File: src/rtl/ram_burst_reader_if.sv
// Output word stream of the burst reader: valid/ready with a last-word marker.
interface ram_burst_reader_if #(
   parameter int DWIDTH = 32
);
   logic [DWIDTH-1:0] m_data;
   logic              m_valid;
   logic              m_ready;
   logic              m_last;

   modport master (output m_data, output m_valid, output m_last, input m_ready);
   modport slave  (input m_data, input m_valid, input m_last, output m_ready);
endinterface

File: src/rtl/ram_burst_reader.sv
// Issues sequential reads to a one-cycle-latency RAM and streams the words
// through a 2-entry buffer with full backpressure.
//
// state  | meaning
// IDLE   | waiting for start; latches base address and length
// RUN    | issuing reads while buffer credit allows
// DRAIN  | all reads issued; waiting for buffer empty and nothing in flight
// FINISH | one-cycle done pulse
module ram_burst_reader #(
   parameter int AWIDTH = 3,
   parameter int DWIDTH = 32,
   parameter int LWIDTH = AWIDTH + 1
) (
   input  logic                 clock,
   input  logic                 rst_n,
   input  logic                 start,
   input  logic [AWIDTH-1:0]    base_addr,
   input  logic [LWIDTH-1:0]    burst_len,
   output logic [AWIDTH-1:0]    ram_addr,
   input  logic [DWIDTH-1:0]    ram_dout,
   ram_burst_reader_if.master   m_if,
   output logic                 busy,
   output logic                 done
);

   typedef enum logic [1:0] {IDLE, RUN, DRAIN, FINISH} state_t;

   state_t            state_q, state_d;
   logic [AWIDTH-1:0] ptr_q, ptr_d;
   logic [LWIDTH-1:0] remaining_q, remaining_d;
   logic              inflight_q, inflight_d;
   logic              inflight_last_q, inflight_last_d;
   logic [1:0]        count_q, count_d;
   logic              rd_ptr_q, rd_ptr_d;
   logic              wr_ptr_q, wr_ptr_d;
   logic [DWIDTH-1:0] buf_data_q [2];
   logic [DWIDTH-1:0] buf_data_d [2];
   logic [1:0]        buf_last_q, buf_last_d;
   logic              busy_q, busy_d;
   logic              pop;
   logic              issue;

   always_comb begin
      state_d         = state_q;
      ptr_d           = ptr_q;
      remaining_d     = remaining_q;
      count_d         = count_q;
      rd_ptr_d        = rd_ptr_q;
      wr_ptr_d        = wr_ptr_q;
      buf_data_d      = buf_data_q;
      buf_last_d      = buf_last_q;
      busy_d          = busy_q;
      issue           = 1'b0;
      pop             = (count_q != 2'd0) && m_if.m_ready;

      if (inflight_q) begin
         buf_data_d[wr_ptr_q] = ram_dout;
         buf_last_d[wr_ptr_q] = inflight_last_q;
         wr_ptr_d             = ~wr_ptr_q;
      end
      if (pop) begin
         rd_ptr_d = ~rd_ptr_q;
      end
      case ({inflight_q, pop})
         2'b10:   count_d = count_q + 2'd1;
         2'b01:   count_d = count_q - 2'd1;
         default: count_d = count_q;
      endcase

      case (state_q)
         IDLE: begin
            if (start) begin
               ptr_d       = base_addr;
               remaining_d = burst_len;
               busy_d      = 1'b1;
               state_d     = (burst_len == '0) ? FINISH : RUN;
            end
         end
         RUN: begin
            // A pop this cycle frees a slot, so a full buffer can still issue.
            if ((remaining_q != '0) &&
                ((({1'b0, count_q} + {2'b00, inflight_q}) < 3'd2) || pop)) begin
               issue = 1'b1;
            end
            if (issue) begin
               ptr_d       = ptr_q + 1'b1;
               remaining_d = remaining_q - 1'b1;
            end
            if (remaining_d == '0) begin
               state_d = DRAIN;
            end
         end
         DRAIN: begin
            if ((count_d == 2'd0) && !inflight_q) begin
               busy_d  = 1'b0;
               state_d = FINISH;
            end
         end
         FINISH: begin
            busy_d  = 1'b0;
            state_d = IDLE;
         end
         default: state_d = IDLE;
      endcase

      inflight_d      = issue;
      inflight_last_d = issue && (remaining_q == {{(LWIDTH-1){1'b0}}, 1'b1});
   end

   always_ff @(posedge clock or negedge rst_n) begin
      if (!rst_n) begin
         state_q         <= IDLE;
         ptr_q           <= '0;
         remaining_q     <= '0;
         inflight_q      <= 1'b0;
         inflight_last_q <= 1'b0;
         count_q         <= 2'd0;
         rd_ptr_q        <= 1'b0;
         wr_ptr_q        <= 1'b0;
         buf_data_q[0]   <= '0;
         buf_data_q[1]   <= '0;
         buf_last_q      <= 2'b00;
         busy_q          <= 1'b0;
      end else begin
         state_q         <= state_d;
         ptr_q           <= ptr_d;
         remaining_q     <= remaining_d;
         inflight_q      <= inflight_d;
         inflight_last_q <= inflight_last_d;
         count_q         <= count_d;
         rd_ptr_q        <= rd_ptr_d;
         wr_ptr_q        <= wr_ptr_d;
         buf_data_q      <= buf_data_d;
         buf_last_q      <= buf_last_d;
         busy_q          <= busy_d;
      end
   end

   // Capturing into a full buffer without a pop would lose a word.
   always @(posedge clock) begin
      if (rst_n && inflight_q && !pop) begin
         assert (count_q != 2'd2);
      end
   end

   assign ram_addr     = ptr_q;
   assign m_if.m_valid = (count_q != 2'd0);
   assign m_if.m_data  = buf_data_q[rd_ptr_q];
   assign m_if.m_last  = (count_q != 2'd0) && buf_last_q[rd_ptr_q];
   assign busy         = busy_q;
   assign done         = (state_q == FINISH);

endmodule

File: src/flat_wrapper.sv
// flat-port wrapper written by rule: the top's interface ports become plain ports
module ram_burst_reader_flat 
#(
   parameter int AWIDTH = 3,
   parameter int DWIDTH = 32,
   parameter int LWIDTH = AWIDTH + 1
)
  (clock, rst_n, start, base_addr, burst_len, ram_addr, ram_dout, busy, done, m_if_m_data, m_if_m_valid, m_if_m_last, m_if_m_ready);
  ram_burst_reader_if #(.DWIDTH(DWIDTH)) m_if_i ();
  input  logic clock;
  input  logic rst_n;
  input  logic start;
  input  logic [AWIDTH-1:0] base_addr;
  input  logic [LWIDTH-1:0] burst_len;
  output logic [AWIDTH-1:0] ram_addr;
  input  logic [DWIDTH-1:0] ram_dout;
  output logic busy;
  output logic done;
  output wire logic [$bits(m_if_i.m_data)-1:0] m_if_m_data;
  output wire logic [$bits(m_if_i.m_valid)-1:0] m_if_m_valid;
  output wire logic [$bits(m_if_i.m_last)-1:0] m_if_m_last;
  input wire logic [$bits(m_if_i.m_ready)-1:0] m_if_m_ready;
  assign m_if_m_data = m_if_i.m_data;
  assign m_if_m_valid = m_if_i.m_valid;
  assign m_if_m_last = m_if_i.m_last;
  assign m_if_i.m_ready = m_if_m_ready;
  ram_burst_reader #(.AWIDTH(AWIDTH), .DWIDTH(DWIDTH), .LWIDTH(LWIDTH)) u_core (.clock(clock), .rst_n(rst_n), .start(start), .base_addr(base_addr), .burst_len(burst_len), .ram_addr(ram_addr), .ram_dout(ram_dout), .m_if(m_if_i), .busy(busy), .done(done));
endmodule
File: config.mk
export PLATFORM = sky130hd
export DESIGN_NAME = ram_burst_reader_flat
export DESIGN_NICKNAME = d
export VERILOG_FILES = /design/src/rtl/ram_burst_reader_if.sv /design/src/rtl/ram_burst_reader.sv /design/src/flat_wrapper.sv
export SDC_FILE = /design/constraint.sdc
export NUM_CORES = 1
export LEC_CHECK = 0
export BUFFER_PORTS_ARGS = -buffer_cell sky130_fd_sc_hd__buf_4
export CELL_PAD_IN_SITES_DETAIL_PLACEMENT = 1
export CELL_PAD_IN_SITES_GLOBAL_PLACEMENT = 1
export CORE_MARGIN = 5
export CORE_UTILIZATION = 35
export DETAILED_ROUTE_END_ITERATION = 6
export GPL_TIMING_DRIVEN = 1
export HOLD_SLACK_MARGIN = 0.03
export PLACE_DENSITY = 0.67
export SLEW_MARGIN = 20
export SYNTH_ARGS = -nofsm -noshare
export SYNTH_HDL_FRONTEND = slang
export SYNTH_SLANG_ARGS = --single-unit
File: constraint.sdc
create_clock -name clock -period 3 [get_ports clock]
set_clock_uncertainty 0.1 [all_clocks]
set_input_delay 0.45 -clock clock [delete_from_list [all_inputs] [get_ports clock]]
set_output_delay 0.45 -clock clock [all_outputs]
set_load 0.02 [all_outputs]
==> reports/results.tsv <==
stage	metric	value	unit
outcome	status	complete, no violations	
drt	Met1 Wirelength	3820	um
power_and_ir_drop	Sw Pwr	2.28	mW
global_routing	global route total overflow	0	
clock_tree	total CTS buffers	9	
cells_and_area	storage element area	0.00205	mm2
clock_tree	Longest Clk Path Bufs	2	
synth	mapped cell area	0.00385	mm2
placed_design	Placed Instances	503	
drt	met3 WL	478	um
clock_tree	clk_lat worst skew	0.35	ns
cells_and_area	Final Util	44.9	%
drt	Iter 0 DRT Violations	55	
drt	drc violations	0	
worst_setup_path	worst endpoint required time	2.45	ns
cells_and_area	Post-Layout Cell Count	519	
timing	final hold violations	0	
synth	Synth area leader	dfrtp_1	
cells_and_area	final net count	426	
worst_setup_path	Max Fanout on Critical Path	26	
synth	sequential share of the synthesized area	53.3	%
worst_setup_path	cells along the critical path	buf_12, mux2_2, buf_4	
drt	DRT Pass-1 Iters	3	
cells_and_area	ant diodes	0	
power_and_ir_drop	Pwr Total	5.93	mW
floorplanning	area of the core	0.0108	mm2
timing	setup TNS	0	ns
timing	fin crit period	2.34	ns
worst_setup_path	worst path arrival time	1.79	ns
floorplanning	die area	0.0132	mm2
synth	Yosys reg bits	82	
cells_and_area	area added between synthesis and finish	25.8	%
timing	Max Clock Freq	0.428	GHz
drt	Final ANT Viol Nets	0	
synth	leading cell types by count after synthesis	mux2_2, dfrtp_1, nor2_1	
clock_tree	TritonCTS clock tree	done	
power_and_ir_drop	Comb power frac	52.7	%
floorplanning	I/O pin count	82	
placed_design	Detail Placement HPWL	6060	um
floorplanning	Rows	38	
clock_tree	hold buffers post-CTS	0	
worst_setup_path	crit start category	register	
floorplanning	Starting Density	35.7	%
cells_and_area	layout cells sized above 1	54.4	%
synth	Async SR Flop Fraction	100	%
timing	crit share post-route	77.9	%
clock_tree	post_cts resized	0	
cells_and_area	Filler cells	1148	
global_routing	largest net degree at the start of global routing	83	
power_and_ir_drop	Leak Pwr	2.15	nW
power_and_ir_drop	Flop pwr share	33.9	%
synth	post-synth cell types	38	
global_routing	initial antenna violation count	0	
synth	Syn Nets	340	
worst_setup_path	critical path's slowest cell	dfrtp_1	
synth	most frequent cell after synthesis	mux2_2	
synth	top post-synthesis cells by area	dfrtp_1, mux2_2, ha_1	
drt	drt via density	4.97	
timing	RSZ-0062 raised after global routing	false	
synth	Post-synth EDFFs	0	
timing	slew at the pin closest to its max-slew limit	0.756	ns
synth	yosys warns	0	
power_and_ir_drop	Power Dens Cells	1220	mW/mm2
placed_design	RD Place Congestion	0.743	
synth	syn_area_per_cell	13.4	um2
worst_setup_path	Worst setup EP type	output pin	
flow_run	max_cap viols	0	
drt	Routed WL per cell	16.6	um
worst_setup_path	Crit Path Class	register to output pin	
global_routing	first-pass GRT wire length	14300	um
drt	Met2 Wirelength	4190	um
global_routing	GRT Util Overall	13.6	%
power_and_ir_drop	Internal	3.65	mW
drt	via count	2582	
drt	top routing layer in use	met4	
global_routing	number of global-route vias before repair	2834	
clock_tree	Setup Buffers After CTS	0	
cells_and_area	multi-input logic area	0.00173	mm2
clock_tree	CTS clock-pin slew for the worst setup and hold paths	0.09	ns
hold_path	Hold WC Path Type	input port to asynchronous set/reset pin	
timing	# setup viols final	0	
synth	top cell type's share of synthesized area	53.3	%
placed_design	Port Buf Inserts	81	
power_and_ir_drop	Clock power frac	13.5	%
timing	Slew Limit Fails	0	
clock_tree	Max H-tree Level	3	
floorplanning	die height	115	um
worst_setup_path	slowest stage delay, CP	0.63	ns
drt	final wirelength	8620	um
synth	ys flop type	dfrtp_1	
floorplanning	die width	115	um
timing	Slew HR	49.6	%
power_and_ir_drop	switch share	38.4	%
clock_tree	CTS Root Cell	clkbuf_8	
synth	Mapped Cells	288	
power_and_ir_drop	VDD IR max	0.000452	V
clock_tree	CTS Sinks	82	
[cell type report]
type,instances,share of cell area [%]
inverter,9,0.697
clock buffer,10,2.63
sequential,82,42.3
tap,140,3.61
clock inverter,6,1.37
multi-input combinational,186,35.7
timing repair buffer,86,13.7
[cell families after synthesis]
group | synth area share (%)
AOI/OAI and AO/OA | 6.72
muxes | 30.0
adders and majority gates | 2.92
xor gates and xnor gates | 1.14
DFF | 53.3
buffers and inverters | 2.05
and+or+nand+nor | 3.93
[routing by layer]
metal / up-vias / track usage (%)
met2: 56 / 22.6
met1: 1304 / 17.1
met4: 0 / 5.40
li1: 1211 / -
met3: 11 / 3.42
met5: - / 0
[placed cells by master, fill, tap and decap left out, types with 2 or more instances in the layout]
cell type / synthesis / final
a21oi_1: 7 / 7
buf_4: 0 / 84
clkbuf_8: 0 / 9
clkinvlp_4: 0 / 3
dfrtp_1: 82 / 82
ha_1: 9 / 9
inv_1: 9 / 9
mux2_2: 98 / 98
mux2i_1: 4 / 4
nand2_1: 9 / 9
nand2b_1: 2 / 2
nor2_1: 13 / 12
o21a_1: 2 / 2
o21ai_0: 6 / 6
o21ai_1: 3 / 3
o22ai_1: 7 / 7
o32a_1: 2 / 2
xnor2_1: 2 / 2
xor2_1: 3 / 3
[sequential cells by signal (all words and copies together) (netlist names)]
register / cells
u_core.wr_ptr_q: 1
u_core.rd_ptr_q: 1
u_core.buf_last_q: 2
u_core.ram_addr: 3
u_core.inflight_last_q: 1
u_core.inflight_q: 1
u_core.count_q: 2
u_core.busy: 1
u_core.buf_data_q: 64
u_core.remaining_q: 4
u_core.state_q: 2
[power groups by stage]
stage          Combinational [mW]  Sequential, mW  Clock [mW]
3_3_place_gp                 3.14            2.00           0
5_1_grt                      3.39            2.08       0.880
2_1_floorplan                2.16            1.94           0
4_1_cts                      3.19            2.02       0.828
3_5_place_dp                 3.18            2.04           0
6_report                     3.12            2.01       0.799
[path summary, 6_finish.rpt]
kind | start | to | slack, ns | depth (start not counted)
hold reg to reg | u_core.busy | u_core.busy | 0.40 | 1
hold / removal | rst_n | u_core.buf_data_q[23] | 0.03 | 1
setup / recovery | u_core.rd_ptr_q | m_if_m_data[18] | 0.66 | 3
setup reg to reg | u_core.count_q[0] | u_core.state_q[1] | 0.70 | 9
max in group asynchronous | rst_n | u_core.wr_ptr_q | 2.24 | 1
min in group clock | ram_dout[30] | u_core.buf_data_q[62] | 0.23 | 2
[metrics by stage]
step           setup slack (ns)  hold slack (ns)  cell area, um2
3_3_place_gp              0.736            0.380            4650
2_1_floorplan             0.758           0.0544            3850
5_1_grt                   0.545           0.0806            4850
4_1_cts                   0.612            0.215            4840
3_5_place_dp              0.688            0.386            4650
6_report                  0.664           0.0288            4850
[critical path: cells and delay by family (launching register included)]
kind | cells | cell delay (ns)
buf+inv | 2 | 0.43
flops | 1 | 0.63
mux | 1 | 0.37
Note: power is estimated with default switching activity, not from simulation.
